--- src/rtl/data_packet_receiver_pkg.sv ---
// ============================================================================
// Module : data_packet_receiver_pkg
// Brief  : Link-level types and constants shared by the 4-line packet receiver
//          (packet layout, tile encoding, line framing, receive FSM states).
// Rev    : 1.0  initial release
// ============================================================================
`default_nettype none

package data_packet_receiver_pkg;

    localparam int NUM_LINES         = 4;
    localparam int PAD_BITS          = 9;
    localparam int PAYLOAD_BITS      = 209;
    localparam int FRAME_BITS        = PAD_BITS + PAYLOAD_BITS;
    localparam int ENC_DATA_BITS     = NUM_LINES * PAYLOAD_BITS;
    localparam int RX_TIMEOUT        = 255;
    localparam int RX_TIMEOUT_CYCLES = RX_TIMEOUT;
    localparam int GBG_BITS          = 4;
    localparam int SEQ_BITS          = 4;

    localparam int NEXT_PIECES_COUNT = 6;
    localparam int PLAYFIELD_ROWS    = 20;
    localparam int PLAYFIELD_COLS    = 10;

    typedef logic [3:0] tile_type_t;
    localparam tile_type_t TILE_BLANK = 4'd0;
    localparam tile_type_t TILE_I     = 4'd1;
    localparam tile_type_t TILE_O     = 4'd2;
    localparam tile_type_t TILE_T     = 4'd3;
    localparam tile_type_t TILE_S     = 4'd4;
    localparam tile_type_t TILE_Z     = 4'd5;
    localparam tile_type_t TILE_J     = 4'd6;
    localparam tile_type_t TILE_L     = 4'd7;

    // Field order is the wire order: seq leads line 0, playfield tail ends line 3.
    typedef struct packed {
        logic [SEQ_BITS-1:0]                                      seq;
        logic [GBG_BITS-1:0]                                      garbage;
        tile_type_t                                               hold;
        tile_type_t [NEXT_PIECES_COUNT-1:0]                       piece_queue;
        tile_type_t [PLAYFIELD_ROWS-1:0][PLAYFIELD_COLS-1:0]      playfield;
    } data_pkt_t;

    typedef logic [2:0] rx_state_t;
    localparam rx_state_t RX_IDLE    = 3'd0;
    localparam rx_state_t RX_RECV    = 3'd1;
    localparam rx_state_t RX_CHECK   = 3'd2;
    localparam rx_state_t RX_DELIVER = 3'd3;
    localparam rx_state_t RX_REACK   = 3'd4;
    localparam rx_state_t RX_DROP    = 3'd5;

    // The single seq bit is replicated four times; anything mixed is corrupt.
    function automatic logic seq_valid(input logic [SEQ_BITS-1:0] seq);
        return (seq == 4'b0000) || (seq == 4'b1111);
    endfunction

endpackage

`default_nettype wire

--- src/rtl/data_packet_receiver_if.sv ---
// ============================================================================
// Module : data_packet_receiver_if
// Brief  : Serial link inputs and opponent-view / ACK outputs of the receiver.
// Rev    : 1.0  initial release
// ============================================================================
`default_nettype none

interface data_packet_receiver_if;
    import data_packet_receiver_pkg::*;

    logic                                                 serial_in_0;
    logic                                                 serial_in_1;
    logic                                                 serial_in_2;
    logic                                                 serial_in_3;
    logic                                                 update_opponent;
    logic [GBG_BITS-1:0]                                  garbage_rx;
    tile_type_t                                           hold_rx;
    tile_type_t [NEXT_PIECES_COUNT-1:0]                   piece_queue_rx;
    tile_type_t [PLAYFIELD_ROWS-1:0][PLAYFIELD_COLS-1:0]  playfield_rx;
    logic                                                 send_ready_ACK;
    logic                                                 ack_seqNum;
    logic                                                 pkt_dropped;

    modport master (
        output serial_in_0, serial_in_1, serial_in_2, serial_in_3,
        input  update_opponent, garbage_rx, hold_rx, piece_queue_rx, playfield_rx,
        input  send_ready_ACK, ack_seqNum, pkt_dropped
    );

    modport slave (
        input  serial_in_0, serial_in_1, serial_in_2, serial_in_3,
        output update_opponent, garbage_rx, hold_rx, piece_queue_rx, playfield_rx,
        output send_ready_ACK, ack_seqNum, pkt_dropped
    );

endinterface

`default_nettype wire

--- src/rtl/data_packet_receiver_serial_line_rx.sv ---
// ============================================================================
// Module : serial_line_rx
// Brief  : One data line: start-bit detect, FRAME_BITS MSB-first shift-in,
//          sticky done flag held until a synchronous clear.
// Rev    : 1.0  initial release
// ============================================================================
`default_nettype none

module serial_line_rx
    import data_packet_receiver_pkg::*;
(
    input  logic                  clk,
    input  logic                  rst,
    input  logic                  clr,
    input  logic                  serial_in,
    output logic                  start,
    output logic                  done,
    output logic [FRAME_BITS-1:0] frame
);

    logic                  r_active;
    logic                  r_done;
    logic [7:0]            r_cnt;
    logic [FRAME_BITS-1:0] r_shift;

    // A finished line ignores further start bits until the packet is retired.
    assign start = !clr && !r_active && !r_done && serial_in;
    assign done  = r_done;
    assign frame = r_shift;

    always_ff @(posedge clk) begin
        if (rst || clr) begin
            r_active <= 1'b0;
            r_done   <= 1'b0;
            r_cnt    <= 8'd0;
            r_shift  <= '0;
        end else if (start) begin
            r_active <= 1'b1;
            r_cnt    <= 8'd0;
        end else if (r_active) begin
            r_shift <= {r_shift[FRAME_BITS-2:0], serial_in};
            if (r_cnt == 8'(FRAME_BITS - 1)) begin
                r_active <= 1'b0;
                r_done   <= 1'b1;
            end else begin
                r_cnt <= r_cnt + 8'd1;
            end
        end
    end

endmodule

`default_nettype wire

--- src/rtl/data_packet_receiver.sv ---
// ============================================================================
// Module : data_packet_receiver
// Brief  : Reassembles a 4-line data packet, validates framing and seq, then
//          delivers opponent fields and requests an ACK. Option: RX_STATS_EN.
// Rev    : 1.0  initial release
// ============================================================================
`default_nettype none

module data_packet_receiver
    import data_packet_receiver_pkg::*;
(
    input  logic                  clk,
    input  logic                  rst,
    input  logic                  game_active,
    data_packet_receiver_if.slave link
`ifdef RX_STATS_EN
    ,
    output logic [15:0]           rx_good_cnt,
    output logic [15:0]           rx_dup_cnt,
    output logic [15:0]           rx_drop_cnt
`endif
);

    logic [NUM_LINES-1:0]     w_serial;
    logic [NUM_LINES-1:0]     w_start;
    logic [NUM_LINES-1:0]     w_done;
    logic [NUM_LINES-1:0]     w_pad_ok;
    logic [FRAME_BITS-1:0]    w_frame [NUM_LINES];
    logic [ENC_DATA_BITS-1:0] w_pkt_bits;
    data_pkt_t                w_pkt;
    logic                     w_clr;
    logic                     w_s;

    rx_state_t                r_state;
    logic [7:0]               r_timer;
    logic                     r_expected;
    logic                     r_update;
    logic                     r_ack_pulse;
    logic                     r_ack_seq;
    logic                     r_dropped;
    logic [GBG_BITS-1:0]      r_garbage;
    tile_type_t               r_hold;
    tile_type_t [NEXT_PIECES_COUNT-1:0]              r_pq;
    tile_type_t [PLAYFIELD_ROWS-1:0][PLAYFIELD_COLS-1:0] r_pf;

    assign w_serial = {link.serial_in_3, link.serial_in_2, link.serial_in_1, link.serial_in_0};

    // Lines are retired in the one-cycle outcome states and while the game is idle.
    assign w_clr = !game_active || (r_state == RX_DELIVER) ||
                   (r_state == RX_REACK) || (r_state == RX_DROP);

    generate
        for (genvar k = 0; k < NUM_LINES; k++) begin : g_line
            serial_line_rx u_line (
                .clk       (clk),
                .rst       (rst),
                .clr       (w_clr),
                .serial_in (w_serial[k]),
                .start     (w_start[k]),
                .done      (w_done[k]),
                .frame     (w_frame[k])
            );
            assign w_pad_ok[k] = (w_frame[k][FRAME_BITS-1 -: PAD_BITS] == '0);
            assign w_pkt_bits[ENC_DATA_BITS-1-PAYLOAD_BITS*k -: PAYLOAD_BITS] =
                w_frame[k][PAYLOAD_BITS-1:0];
        end
    endgenerate

    assign w_pkt = w_pkt_bits;
    assign w_s   = w_pkt.seq[0];

    always_ff @(posedge clk) begin
        if (rst) begin
            r_state     <= RX_IDLE;
            r_timer     <= 8'd0;
            r_expected  <= 1'b0;
            r_update    <= 1'b0;
            r_ack_pulse <= 1'b0;
            r_ack_seq   <= 1'b0;
            r_dropped   <= 1'b0;
            r_garbage   <= '0;
            r_hold      <= TILE_BLANK;
            r_pq        <= '0;
            r_pf        <= '0;
        end else begin
            r_update    <= 1'b0;
            r_ack_pulse <= 1'b0;
            r_dropped   <= 1'b0;
            if (!game_active) begin
                r_state <= RX_IDLE;
                r_timer <= 8'd0;
            end else begin
                case (r_state)
                    RX_IDLE: begin
                        if (|w_start) begin
                            r_state <= RX_RECV;
                            r_timer <= 8'd0;
                        end
                    end
                    RX_RECV: begin
                        r_timer <= r_timer + 8'd1;
                        // Compare on the next count so the drop pulse lands
                        // exactly RX_TIMEOUT cycles after the first start bit.
                        if (&w_done) begin
                            r_state <= RX_CHECK;
                        end else if (r_timer == 8'(RX_TIMEOUT - 1)) begin
                            r_state   <= RX_DROP;
                            r_dropped <= 1'b1;
                        end
                    end
                    RX_CHECK: begin
                        if (!(&w_pad_ok) || !seq_valid(w_pkt.seq)) begin
                            r_state   <= RX_DROP;
                            r_dropped <= 1'b1;
                        end else if (w_s == r_expected) begin
                            r_state     <= RX_DELIVER;
                            r_update    <= 1'b1;
                            r_ack_pulse <= 1'b1;
                            r_ack_seq   <= ~w_s;
                            r_expected  <= ~r_expected;
                            r_garbage   <= w_pkt.garbage;
                            r_hold      <= w_pkt.hold;
                            r_pq        <= w_pkt.piece_queue;
                            r_pf        <= w_pkt.playfield;
                        end else begin
                            // Duplicate: the sender missed our ACK, so repeat it.
                            r_state     <= RX_REACK;
                            r_ack_pulse <= 1'b1;
                            r_ack_seq   <= ~w_s;
                        end
                    end
                    RX_DELIVER, RX_REACK, RX_DROP: r_state <= RX_IDLE;
                    default:                       r_state <= RX_IDLE;
                endcase
            end
        end
    end

    assign link.update_opponent = r_update;
    assign link.garbage_rx      = r_garbage;
    assign link.hold_rx         = r_hold;
    assign link.piece_queue_rx  = r_pq;
    assign link.playfield_rx    = r_pf;
    assign link.send_ready_ACK  = r_ack_pulse;
    assign link.ack_seqNum      = r_ack_seq;
    assign link.pkt_dropped     = r_dropped;

`ifdef RX_STATS_EN
    logic [15:0] r_good_cnt;
    logic [15:0] r_dup_cnt;
    logic [15:0] r_drop_cnt;

    always_ff @(posedge clk) begin
        if (rst) begin
            r_good_cnt <= 16'd0;
            r_dup_cnt  <= 16'd0;
            r_drop_cnt <= 16'd0;
        end else begin
            if (r_state == RX_DELIVER && r_good_cnt != 16'hFFFF) r_good_cnt <= r_good_cnt + 16'd1;
            if (r_state == RX_REACK   && r_dup_cnt  != 16'hFFFF) r_dup_cnt  <= r_dup_cnt  + 16'd1;
            if (r_state == RX_DROP    && r_drop_cnt != 16'hFFFF) r_drop_cnt <= r_drop_cnt + 16'd1;
        end
    end

    assign rx_good_cnt = r_good_cnt;
    assign rx_dup_cnt  = r_dup_cnt;
    assign rx_drop_cnt = r_drop_cnt;
`endif

endmodule

`default_nettype wire

--- src/flat_wrapper.sv ---
// flat-port wrapper written by rule: the top's interface ports become plain ports
module data_packet_receiver_flat import data_packet_receiver_pkg::*;
  (clk, rst, game_active, link_serial_in_0, link_serial_in_1, link_serial_in_2, link_serial_in_3, link_update_opponent, link_garbage_rx, link_hold_rx, link_piece_queue_rx, link_playfield_rx, link_send_ready_ACK, link_ack_seqNum, link_pkt_dropped);
  data_packet_receiver_if link_i ();
  input  logic clk;
  input  logic rst;
  input  logic game_active;
  input wire logic [$bits(link_i.serial_in_0)-1:0] link_serial_in_0;
  input wire logic [$bits(link_i.serial_in_1)-1:0] link_serial_in_1;
  input wire logic [$bits(link_i.serial_in_2)-1:0] link_serial_in_2;
  input wire logic [$bits(link_i.serial_in_3)-1:0] link_serial_in_3;
  output wire logic [$bits(link_i.update_opponent)-1:0] link_update_opponent;
  output wire logic [$bits(link_i.garbage_rx)-1:0] link_garbage_rx;
  output wire logic [$bits(link_i.hold_rx)-1:0] link_hold_rx;
  output wire logic [$bits(link_i.piece_queue_rx)-1:0] link_piece_queue_rx;
  output wire logic [$bits(link_i.playfield_rx)-1:0] link_playfield_rx;
  output wire logic [$bits(link_i.send_ready_ACK)-1:0] link_send_ready_ACK;
  output wire logic [$bits(link_i.ack_seqNum)-1:0] link_ack_seqNum;
  output wire logic [$bits(link_i.pkt_dropped)-1:0] link_pkt_dropped;
  assign link_i.serial_in_0 = link_serial_in_0;
  assign link_i.serial_in_1 = link_serial_in_1;
  assign link_i.serial_in_2 = link_serial_in_2;
  assign link_i.serial_in_3 = link_serial_in_3;
  assign link_update_opponent = link_i.update_opponent;
  assign link_garbage_rx = link_i.garbage_rx;
  assign link_hold_rx = link_i.hold_rx;
  assign link_piece_queue_rx = link_i.piece_queue_rx;
  assign link_playfield_rx = link_i.playfield_rx;
  assign link_send_ready_ACK = link_i.send_ready_ACK;
  assign link_ack_seqNum = link_i.ack_seqNum;
  assign link_pkt_dropped = link_i.pkt_dropped;
  data_packet_receiver u_core (.clk(clk), .rst(rst), .game_active(game_active), .link(link_i));
endmodule
--- config.mk ---
export PLATFORM = sky130hd
export DESIGN_NAME = data_packet_receiver_flat
export DESIGN_NICKNAME = d
export VERILOG_FILES = /design/src/rtl/data_packet_receiver_pkg.sv /design/src/rtl/data_packet_receiver_if.sv /design/src/rtl/data_packet_receiver_serial_line_rx.sv /design/src/rtl/data_packet_receiver.sv /design/src/flat_wrapper.sv
export SDC_FILE = /design/constraint.sdc
export NUM_CORES = 2
export LEC_CHECK = 0
export ABC_AREA = 1
export CAP_MARGIN = 10
export CORE_UTILIZATION = 55
export CTS_CLUSTER_DIAMETER = 200
export DETAILED_ROUTE_END_ITERATION = 10
export GPL_TIMING_DRIVEN = 0
export PLACE_DENSITY = 0.75
export SYNTH_ARGS = -nofsm -noshare
export SYNTH_HDL_FRONTEND = slang
export SYNTH_SLANG_ARGS = --single-unit
--- constraint.sdc ---
create_clock -name clk -period 2.1 [get_ports clk]
set_input_delay 0.21 -clock clk [delete_from_list [all_inputs] [get_ports clk]]
set_output_delay 0.21 -clock clk [all_outputs]
set_load 0.01 [all_outputs]
=== Yosys cells after proc, flatten, opt, wreduce, memory -nomap -nowiden ===
Index checks and enable logic that the tools add are counted.

* Bits in registers: 1760
* Bits in read-only memories: 0
* Memory bits (writable): 0
* Bits in latches: 0
* Output and inout bits: 836
* Input bits: 7
* Memories: 0

* Shifts and indexed selects: 0
* Bitwise logic cells: 13
* Mux-type cells: 26
* Reductions and logical operators: 63
* Add/sub/neg operators: 5
* Multipliers: 0
* Div/mod/pow operators: 0
* Equality and inequality tests: 14
* $lt $le $gt $ge: 0

{| class="wikitable"
|+ Operators with widths
! kind !! count
|-
| adder 8 x 1 -> 8 bit, second input constant || 5
|-
| == test 8 bit, second input constant || 5
|-
| logical NOT 9 bit || 4
|-
| AND reduction 2 bit || 10
|-
| 2-to-1 mux 1 bit || 17
|-
| one-hot mux 8 bit (2 select lines) || 1
|-
| 2-to-1 mux 3 bit || 5
|-
| AND reduction 3 bit || 5
|-
| NOT 1 bit || 13
|-
| logical AND 1 bit || 12
|-
| logical NOT 1 bit || 12
|-
| AND reduction 4 bit || 3
|-
| OR reduction 2 bit || 5
|-
| one-hot mux 3 bit (3 select lines) || 1
|-
| 2-to-1 mux 8 bit || 1
|-
| OR reduction 4 bit || 2
|-
| == test 3 x 2 -> 1 bit, second input constant || 2
|-
| == test 3 bit, second input constant || 2
|-
| logical OR 1 bit || 6
|-
| == test 4 bit, second input constant || 1
|-
| logical NOT 4 bit || 1
|-
| == test 3 x 1 -> 1 bit, second input constant || 1
|-
| logical NOT 3 bit || 1
|-
| inequality test 3 x 1 -> 1 bit, second input constant || 1
|-
| other kinds (5) || 5
|}

=== Depth between registers and ports, before layout ===
* Depth after elaboration: 11
* Depth in mapped cells: 13
* Mapped depth without buffers: 10

=== By module ===
Synthesis repeated with hierarchy kept, for this count alone.

* Cell total of the unflattened synthesis: 9570
* Area total of the unflattened synthesis: 71243.3 µm²

{| class="wikitable"
|+ By module, submodules not included
! module !! cells each !! area each (µm²) !! seq. area each (µm²) !! times used
|-
| serial_line_rx || 1033 || 9141.3 || 4564.4 || 4
|-
| data_packet_receiver || 5438 || 34678.3 || 16976.3 || 1
|}

=== Least setup slack after synthesis ===
Ideal clock, no wire load.

* Path kind: reg2reg
* From: reg u_core.g_line[1].u_line.r_shift[212]
* To: reg u_core.r_pq, in the netlist u_core.link.piece_queue_rx[16]
* Arrival time: 1.587 ns
* Path slack: 0.400 ns
* Required time: 1.987 ns
* Stages on the path, launching flop included: 12
* Period minus slack after synthesis: 1.700 ns
* Cells stage by stage: dfxtp_1 -> or2_1 -> nor2_1 -> nand2_1 -> nor2_2 -> nand4_1 -> buf_2 -> buf_6 -> buf_4 -> buf_6 -> nor2_1 -> nor2_1

* Longest elaborated chain between the ends: 6

{| class="wikitable"
|+ RTL lines
! what !! RTL line !! source
|-
| start: declaration || data_packet_receiver_serial_line_rx.sv:24 || <nowiki>logic [FRAME_BITS-1:0] r_shift;</nowiki>
|-
| start signal: assignment || data_packet_receiver_serial_line_rx.sv:41 || <nowiki>r_shift <= {r_shift[FRAME_BITS-2:0], serial_in};</nowiki>
|-
| logical NOT 9 bit || data_packet_receiver.sv:63 || <nowiki>assign w_pad_ok[k] = (w_frame[k][FRAME_BITS-1 -: PAD_BITS] == '0);</nowiki>
|-
| AND reduction 4 bit || data_packet_receiver.sv:112 || <nowiki>if (!(&w_pad_ok) || !seq_valid(w_pkt.seq)) begin</nowiki>
|-
| logical NOT 1 bit || data_packet_receiver.sv:112 ||
|-
| logical OR 1 bit || data_packet_receiver.sv:112 ||
|-
| NOT 1 bit (no source line) || - ||
|-
| AND reduction 4 bit (no source line) || - ||
|-
| end signal: assignment || data_packet_receiver.sv:123 || <nowiki>r_pq <= w_pkt.piece_queue;</nowiki>
|-
| end: declaration || data_packet_receiver.sv:43 || <nowiki>tile_type_t [NEXT_PIECES_COUNT-1:0] r_pq;</nowiki>
|}

No other way between the ends.
A chain may end at the register's enable or synchronous reset.

=== Final worst setup path ===
* From: reg u_core.r_pf, in the netlist u_core.link.playfield_rx[616]
* To: out link_playfield_rx[616]

{| class="wikitable"
|+ RTL lines
! what !! RTL line !! source
|-
| start: declaration || data_packet_receiver.sv:44 || <nowiki>tile_type_t [PLAYFIELD_ROWS-1:0][PLAYFIELD_COLS-1:0] r_pf;</nowiki>
|-
| start signal: assignment || data_packet_receiver.sv:124 || <nowiki>r_pf <= w_pkt.playfield;</nowiki>
|-
| end: declaration || flat_wrapper.sv:16 || <nowiki>output wire logic [$bits(link_i.playfield_rx)-1:0] link_playfield_rx;</nowiki>
|}

No word-level cell between the ends.

==> qor.txt <==
Share of cells above drive strength 1: 5.80%
Critical path fanouts, max: 2
Largest net degree at the start of global routing: 20
Mapped Avg Cell Area: 6.97 um2
Worst skew pair latency: 790 ps
Finished Core Util: 69.9%
Failing checks: setup timing
# rows: 126
Clock skew: 22.8 ps
Detail Placement HPWL: 146 mm
Hold slack: 57.3 ps
Place WS: -1830 ps
Power Total: 67.2 mW
Die height: 348 um
Syn-to-layout area delta: 25.6%
Top cells by area, synth: dfxtp_1 53%, nand2_1 20%, nor2_1 9.8%
Maximum clock rate: 476 MHz
Internal reg-to-reg setup slack: 10 ps
PortBufs: 842
CP max stage cell: clkdlybuf4s50_1
Number of global-route vias before repair: 55700
Sequential area share after synthesis: 53.4%
Placed inst area: 0.0765 mm2
Die area: 0.121 mm2
Startpoint Class: register
Post-CTS Setup Repair Bufs: 0
Syn_nets: 9490
CP cell instances: clkdlybuf4s50_1
Worst VDD drop: 0.000871 V
Class of the worst hold path: in2reg
Nets: 10500
Final Cycle Share: 100%
Synth Cell Area: 0.0660 mm2
TritonCTS Buffers: 175
Max Buffers Root-to-Sink: 3
Buffers & Inverters on Critical Path: 1
Worst setup EP type: output port
Crit path largest cell delay: 790 ps
First-pass GRT wire length: 302 mm
Synth Warn #: 0
Pwr dens: 810 mW/mm2
Final worst slack: -2.47 ps
Critical Path RT: 1890 ps
Min Tclk post-route: 2100 ps
Max-Cap Viols: 0
DR DRC count: 0
Final Setup Violations: 2
Status: complete, but fails checks
Initial antenna violation count: 5
Static Leak: 37.0 nW
DR pass1 iterations: 6
RSZ-0062 raised after global routing: true
Die X: 348 um
TritonCTS clock tree: built
FF/Latch Area: 0.0352 mm2
Tot GR Track Use: 31.6%
Cts hold-fix bufs: 0
Worst slew pin tran: 980 ps
Fillers: 9890
Reg clk slew, reported paths: 60 ps
Area taken by multi-input logic gates: 0.0250 mm2
Final hold vios: 0
Final Max Tran Viols: 0
Vias/cell: 4.91
Vias: 60100
Sink Count: 1760
Antenna Nets Post-Route: 0
H-Tree Depth: 4
Max-slew headroom: 34.7%
I/O pin count: 843
Core footprint: 0.119 mm2
Distinct cell type count after synthesis: 30
Yosys top cell area share: 53.4%
Root Buffer: clkbuf_16
FF+latch count, synth: 1760
Critical path type: reg2out
Post-synth top area cell: dfxtp_1
Critical path's top delay family: buffers and inverters
Critical path arrival: 1890 ps
Final wirelength: 199 mm
Post-route cell area: 0.0829 mm2
GPL Wtd Cong: 0.895
Wire per inst: 16.3 um
Initial Utilization: 55.7%
Grt total ovfl: 0
Syn Inst Count: 9473
DRC marker count from the first detailed-route iteration: 4447
==> timing repair <==
item | CTS | global route
gates cloned | 0 | 0
setup endpoints to repair | 1602 | 1521
gates resized for setup | 120 | 109
pin swaps | 1 | 0
==> state kept, by name, indices dropped and copies added (netlist names), 3 cells and up <==
register                       cells
u_core.link.hold_rx                4
u_core.link.garbage_rx             4
u_core.r_state                     3
u_core.g_line.u_line.frame       872
u_core.r_timer                     8
u_core.g_line.u_line.r_cnt        32
u_core.link.piece_queue_rx        24
u_core.g_line.u_line.r_active      4
u_core.link.playfield_rx         800
u_core.g_line.u_line.done          4
==> metal layers <==
| layer | global-route usage [%] | share of wire, % | wire [um] | up-vias |
|---|---|---|---|---|
| met5 | 0 | 0 | 0 | - |
| met4 | 17.5 | 5.7 | 11300 | 0 |
| met3 | 8.62 | 8.3 | 16500 | 440 |
| met2 | 51.5 | 46 | 90900 | 1803 |
| met1 | 37.6 | 40 | 80300 | 27500 |
| li1 | - | - | - | 30400 |
==> kinds of logic (layout without fill, tap and decap cells) <==
logic type | count (synthesis) | in the layout | synth area share (%)
and+or+nand+nor | 5287 | 5287 | 30.2
DFF | 1760 | 1760 | 53.4
buffers and inverters | 1468 | 2634 | 8.93
AOI/OAI and AO/OA | 943 | 943 | 7.19
adders and majority gates | 10 | 10 | 0.190
xor gates and xnor gates | 5 | 5 | 0.0663
other | 0 | 4 | 0
==> power breakdown <==
group	leakage, nW	switching [mW]	internal, mW
clock network	2.95	13.3	19.0
registers	14.2	0.0114	33.4
logic	19.9	1.29	0.239
==> worst paths after layout <==
check	start	endpoint	cells after the start
setup / recovery	u_core.link.playfield_rx[616]	link_playfield_rx[616]	1
hold reg to reg	u_core.g_line[1].u_line.frame[150]	u_core.g_line[1].u_line.frame[151]	2
hold / removal	link_serial_in_2	u_core.g_line[2].u_line.frame[0]	3
setup reg to reg	u_core.g_line[1].u_line.frame[212]	u_core.link.playfield_rx[296]	11
==> final cells by class <==
| type | instances | share of cell area, % |
|---|---|---|
| plain buffers | 564 | 3.42 |
| clock inverters | 51 | 0.831 |
| inverters | 902 | 4.08 |
| flip-flops and latches | 1760 | 42.5 |
| well taps | 1600 | 2.41 |
| multi-input cells | 6245 | 30.1 |
| repair buffers | 845 | 10.2 |
| clock buffers | 272 | 6.39 |
| diodes | 4 | 0.0121 |
==> cells in the mapped netlist <==
| cell | instances |
|---|---|
| a31oi_1 | 1 |
| xor2_1 | 4 |
| a211o_1 | 1 |
| clkbuf_1 | 335 |
| o21ai_0 | 21 |
| ha_1 | 10 |
| nand2_1 | 3494 |
| nor2_1 | 1728 |
| buf_1 | 5 |
| or2_2 | 4 |
| buf_4 | 1 |
| o21a_1 | 6 |
| nor4_1 | 2 |
| xnor2_1 | 1 |
| and3_1 | 2 |
| clkinv_1 | 3 |
| inv_2 | 1 |
| nor3b_1 | 4 |
| or2_1 | 2 |
| nor3_1 | 19 |
| nand4_1 | 6 |
| a211oi_1 | 2 |
| nand3_1 | 25 |
| a21oi_1 | 911 |
| buf_2 | 209 |
| inv_1 | 898 |
| buf_6 | 16 |
| dfxtp_1 | 1760 |
| nor2_2 | 1 |
| a31o_2 | 1 |
==> metrics by stage <==
step,std cells,setup TNS (ps)
global placement,11900,-1765740
CTS,12200,-36780
floorplan,9473,0
detailed placement,11900,-1710790
global route,12200,-18280
finish,12200,-4.42
==> layout by cell type, fill, tap and decap left out, types with 5 or more instances in the layout <==
cell type	count
bufinv_16	13
clkbuf_2	39
nand4_1	6
nand3_1	25
clkinv_2	24
a21oi_1	911
inv_1	898
nor2_2	43
buf_2	160
clkbuf_16	178
buf_6	25
clkbuf_4	23
nand2_1	3494
clkbuf_8	51
nor2_1	1684
inv_6	6
nor3_1	19
dfxtp_1	1760
o21ai_0	21
buf_4	32
clkbuf_1	319
ha_1	10
clkdlybuf4s50_1	842
buf_1	5
o21a_1	6
No activity file was read; power rests on OpenSTA's default activity.
